[config.mk]
export PLATFORM = sky130hd
export DESIGN_NAME = fetch_unit
export DESIGN_NICKNAME = d
export VERILOG_FILES = /design/src/rtl/fetch_unit_pkg.sv /design/src/rtl/fetch_buffer.sv /design/src/rtl/fetch_unit.sv
export SDC_FILE = /design/constraint.sdc
export NUM_CORES = 1
export LEC_CHECK = 0
export CAP_MARGIN = 20
export CORE_MARGIN = 3
export CORE_UTILIZATION = 49
export DETAILED_ROUTE_END_ITERATION = 10
export PLACE_DENSITY_LB_ADDON = 0.1
export REMOVE_ABC_BUFFERS = 1
export SLEW_MARGIN = 20
export SYNTH_ARGS = -nofsm -noshare
export SYNTH_HDL_FRONTEND = slang
export SYNTH_SLANG_ARGS = --single-unit
[constraint.sdc]
create_clock -name clk -period 6.1 [get_ports clk]
set_input_delay 0.915 -clock clk [delete_from_list [all_inputs] [get_ports clk]]
set_output_delay 0.915 -clock clk [all_outputs]
set_load 0.05 [all_outputs]
[src/rtl/fetch_unit_pkg.sv]
// Shared types and constants for the instruction fetch unit and its response buffer.
package fetch_unit_pkg;

  localparam int XLEN = 32;
  localparam logic [XLEN-1:0] NOP_INSTR = 32'h0000_0013;

  typedef enum logic {
    FETCH,
    DRAIN
  } fetch_state_t;

  typedef struct packed {
    logic [XLEN-1:0] pc;
    logic [XLEN-1:0] instr;
  } fetch_entry_t;

endpackage

[src/rtl/fetch_buffer.sv]
// Two-entry FIFO holding fetched {pc, instr} pairs between memory and decode.
module fetch_buffer
  import fetch_unit_pkg::*;
#(
  parameter int WIDTH = 2 * XLEN
) (
  input  logic             clk,
  input  logic             rst_n,
  input  logic             push,
  input  logic [WIDTH-1:0] push_data,
  input  logic             pop,
  input  logic             flush,
  output logic [WIDTH-1:0] head,
  output logic [1:0]       count
);

  logic [WIDTH-1:0] mem [2];
  logic             wr_ptr;
  logic             rd_ptr;

  always_ff @(posedge clk or negedge rst_n) begin
    if (!rst_n) begin
      wr_ptr <= 1'b0;
      rd_ptr <= 1'b0;
      count  <= 2'd0;
    end else if (flush) begin
      wr_ptr <= 1'b0;
      rd_ptr <= 1'b0;
      count  <= 2'd0;
    end else begin
      if (push) wr_ptr <= ~wr_ptr;
      if (pop)  rd_ptr <= ~rd_ptr;
      count <= count + 2'(push) - 2'(pop);
    end
  end

  // NOTE: the storage array is left unreset; count qualifies every read, so stale data is never observed.
  always_ff @(posedge clk) begin
    if (push) mem[wr_ptr] <= push_data;
  end

  assign head = mem[rd_ptr];

endmodule

[src/rtl/fetch_unit.sv]
// Instruction fetch: issues sequential word fetches under a 2-credit limit and squashes stale responses on redirect.
module fetch_unit
  import fetch_unit_pkg::*;
#(
  parameter logic [XLEN-1:0] RESET_PC = 32'h0000_0000
) (
  input  logic            clk,
  input  logic            rst_n,
  output logic            imem_req_valid,
  input  logic            imem_req_ready,
  output logic [XLEN-1:0] imem_req_addr,
  input  logic            imem_rsp_valid,
  input  logic [XLEN-1:0] imem_rsp_data,
  input  logic            redirect_valid,
  input  logic [XLEN-1:0] redirect_pc,
  output logic            id_valid,
  input  logic            id_ready,
  output logic [XLEN-1:0] id_instr,
  output logic [XLEN-1:0] id_pc
);

  fetch_state_t    state;
  logic [XLEN-1:0] pc;
  logic [XLEN-1:0] rsp_pc;
  logic [XLEN-1:0] redirect_target;
  logic [1:0]      outstanding;
  logic [1:0]      outstanding_next;
  logic [1:0]      drop_cnt;
  logic [1:0]      buf_count;
  logic            credit_ok;
  logic            req_fire;
  logic            buf_push;
  logic            buf_pop;
  fetch_entry_t    buf_in;
  fetch_entry_t    buf_head;

  assign redirect_target = redirect_pc & ~XLEN'(3);
  assign credit_ok       = (3'(outstanding) + 3'(buf_count)) < 3'd2;

  // Gating with rst_n keeps the request low while reset is held, yet lets it rise in the very first cycle after release.
  assign imem_req_valid = rst_n && (state == FETCH) && credit_ok;
  assign imem_req_addr  = pc;
  assign req_fire       = imem_req_valid && imem_req_ready;

  // NOTE: default assignment first so every path drives outstanding_next and no latch is inferred.
  always_comb begin
    outstanding_next = outstanding;
    if (req_fire && !imem_rsp_valid)
      outstanding_next = outstanding + 2'd1;
    else if (!req_fire && imem_rsp_valid)
      outstanding_next = outstanding - 2'd1;
  end

  // Responses in FETCH always belong to the current stream; rsp_pc tracks the address of the next one.
  assign buf_push = (state == FETCH) && imem_rsp_valid && !redirect_valid;
  assign buf_pop  = id_valid && id_ready;
  assign buf_in   = '{pc: rsp_pc, instr: imem_rsp_data};

  // NOTE: sequential state uses non-blocking assignments only, so all registers update together at the edge.
  always_ff @(posedge clk or negedge rst_n) begin
    if (!rst_n) begin
      state       <= FETCH;
      pc          <= RESET_PC;
      rsp_pc      <= RESET_PC;
      outstanding <= 2'd0;
      drop_cnt    <= 2'd0;
    end else begin
      outstanding <= outstanding_next;
      if (redirect_valid) begin
        pc       <= redirect_target;
        rsp_pc   <= redirect_target;
        drop_cnt <= outstanding_next;
        state    <= (outstanding_next != 2'd0) ? DRAIN : FETCH;
      end else begin
        if (req_fire) pc <= pc + XLEN'(4);
        if (buf_push) rsp_pc <= rsp_pc + XLEN'(4);
        if (state == DRAIN && imem_rsp_valid) begin
          drop_cnt <= drop_cnt - 2'd1;
          if (drop_cnt == 2'd1) state <= FETCH;
        end
      end
    end
  end

  fetch_buffer #(
    .WIDTH(2 * XLEN)
  ) u_buffer (
    .clk      (clk),
    .rst_n    (rst_n),
    .push     (buf_push),
    .push_data(buf_in),
    .pop      (buf_pop),
    .flush    (redirect_valid),
    .head     (buf_head),
    .count    (buf_count)
  );

  assign id_valid = (buf_count != 2'd0);
  assign id_instr = id_valid ? buf_head.instr : NOP_INSTR;
  assign id_pc    = id_valid ? buf_head.pc    : RESET_PC;

endmodule

==> results.json <==
{
  "wirelength_mm": 20.01,
  "die_h_um": 140.1,
  "max_freq_mhz": 251.1,
  "drv_cap": 0,
  "r2r-end": "imem_req_addr[20]$_DFFE_PN0P_",
  "powerDensity_nw_per_um2": 423.6,
  "cts_resized": 0,
  "cp-end-kind": "output pin",
  "syn_inst": 718,
  "status": "finished, final reports clean",
  "rr_startpoint": "outstanding[0]$_DFF_PN0_",
  "cts_root_buffer": "clkbuf_16",
  "power.leakage_nw": 3.817,
  "grt_pass1_vias": 6366,
  "drc_errors": 0,
  "cts_tree": "done",
  "synth-main-ff-cell": "edfxtp_1",
  "ant_nets": 0,
  "synth_top_cell_area_share_pct": 42.27,
  "start_util_pct": 50.41,
  "rsz0062_at_grt": "no",
  "whs_ns": 0.5026,
  "h-tree-depth": 4,
  "slew_violations": 0,
  "viasPerCell": 5.718,
  "synth_top_area_cell": "edfxtp_1",
  "dp_slack_ns": 2.186,
  "hpwl_mm": 13.38,
  "vias": 6335,
  "syn_avg_cell_area_um2": 12.27,
  "hold_path_class": "in -> async",
  "grt_pass1_wl_mm": 32.78,
  "skew_ns": 0.01093,
  "yosysSeqAreaShare_pct": 61.87,
  "grt_usage_pct": 20.62,
  "layout-drive-gt1-share_pct": 6.908,
  "timing.setup.tns_ns": 0,
  "hold_viol": 0,
  "drt_iter0_markers": 449,
  "setup_viol": 0,
  "numCtsBuffers": 17,
  "clk_latency_ns": 0.42,
  "ys_ff_latch": 193,
  "pin_count": 168,
  "io_buffers": 161,
  "reg2regPathDepth": 7,
  "ys_warn_count": 0,
  "clkTransAtPathRegs_ns": 0.07,
  "nets": 946,
  "area_growth_syn_to_layout_pct": 27.20,
  "gr-total-overflow": 0,
  "post-route-min-period_ns": 3.982,
  "rrSetupSlack_ns": 3.23,
  "setup_slack_ns": 2.118,
  "grt_max_degree": 84,
  "syn_area_um2": 8810,
  "ys_async_sr_fraction_pct": 35.75,
  "cts_buffer_depth": 2,
  "die_w_um": 140.1,
  "holdBufCountCts": 0,
  "synth_edf_count": 124,
  "post_cts_buffers": 0,
  "max-vdd-ir-drop_uv": 309.6,
  "cp_data_required_time_ns": 5.18,
  "tightest_slew_ns": 1.023,
  "rows": 48,
  "first_pass_iters": 4,
  "diodes": 0,
  "post-route-period-util_pct": 65.28,
  "cp.arrival_ns": 3.07,
  "slew_headroom_pct": 31.81,
  "die_area_um2": 19620,
  "antenna_found_initial": 0,
  "yosys-top-cells-area": "edfxtp_1 (42%), dfrtp_1 (20%), mux2i_1 (7.2%)",
  "gp_congestion": 0.9059,
  "start_kind": "flop",
  "path_class": "reg -> out",
  "crit_fanout": 12,
  "wl_per_cell_um": 18.06,
  "core_um2": 17480,
  "clock-sinks": 193,
  "synth_cell_types": 55
}
[synth_stat cells (15+ instances only)]
cell type  number
dfrtp_1        69
nor2_1         94
nand3_1        23
or4_1          16
nand2_1        35
edfxtp_1      124
clkbuf_1       28
nor3_1         15
o31ai_1        17
mux2i_1        63
nand4_1        16
nor4_1         18
a31oi_1        26
xnor2_1        23
[cells in the final DEF (no fill, tap or decap), types with 4 or more instances in the layout]
cell	count
conb_1	4
nand3_1	23
clkbuf_1	4
nor4_1	18
o31ai_1	17
and3_1	9
ha_1	5
nand2_1	35
and2_1	6
nor2b_1	4
clkdlybuf4s50_1	160
mux2i_1	63
or3_1	7
inv_1	11
a31oi_1	26
clkbuf_16	19
o21ai_0	12
a21oi_1	11
edfxtp_1	124
buf_4	7
and4_1	12
dfrtp_1	68
xnor2_1	23
nand2b_1	4
a211oi_1	9
or4_1	16
nand4_1	16
nor3_1	14
nor2_1	93
mux2_2	12
[critical path, stage by stage (launching register included)]
cell and delay [ns]:
dfrtp_1 0.42, and2_1 0.18, fa_1 0.43, or4b_4 0.58, clkinv_2 0.19, clkdlybuf4s50_1 0.84
[where the power goes]
part	total, mW	switching [mW]	internal [mW]
combinational	1.98	1.31	0.677
sequential	1.68	0.157	1.53
clock	1.08	0.459	0.623
[per-layer routing]
layer	track usage (%)	share of wire, %	vias to the layer above
met5	0	0	-
met2	32.51	48	248
li1	-	-	3023
met1	29.76	45	3051
met4	6.272	0.95	0
met3	3.346	5.6	13
[flip-flops by register name, indices dropped and copies added, names as in the netlist]
signal and flops:
state 1, rsp_pc 30, u_buffer.rd_ptr 1, u_buffer.mem 124, u_buffer.count 2, drop_cnt 2, outstanding 2, imem_req_addr 30
u_buffer.wr_ptr 1
[layout make-up]
class	count	area, µm²
sequential	193	5454
clock buffer	24	504.2
clock inverter	8	75.07
timing repair buffer	169	1679
fill	1307	6271
inverter	13	50.05
tap	225	281.5
multi-input combinational	476	3162
[per-stage QoR]
stage,utilization [%],power [mW],instances,cell area (µm²)
floorplan,-,3.029,682,8648
global placement,60.69,3.666,1075,10610
detailed placement,60.69,3.702,1075,10610
CTS,64.00,4.787,1107,11190
global route,64.12,4.964,1108,11210
finish,64.12,4.747,1108,11210
[worst max-delay path by stage]
| stage | depth (start not counted) | startpoint | end |
|---|---|---|---|
| final | 5 | outstanding[0]$_DFF_PN0_ | imem_req_valid |
| after global routing | 5 | outstanding[0]$_DFF_PN0_ | imem_req_valid |
| after CTS | 5 | outstanding[0]$_DFF_PN0_ | imem_req_valid |
| after detailed placement | 5 | rst_n | imem_req_valid |
| after global placement | 5 | rst_n | imem_req_valid |
| after floorplan | 1 | redirect_valid | u_buffer.mem[0][0]$_DFFE_PP_ |
[kinds of logic (layout without fill, tap and decap cells)]
family	Yosys count	count (layout)	synth area share, %
compound gates	93	93	7.144
xor+xnor	26	26	2.585
fa+ha+maj	6	6	0.9374
buf+inv	52	214	2.528
flops	193	193	61.87
mux	75	75	8.692
other cells	1	4	0.04257
simple gates	272	272	16.21
(Power assumes the default switching activity.)
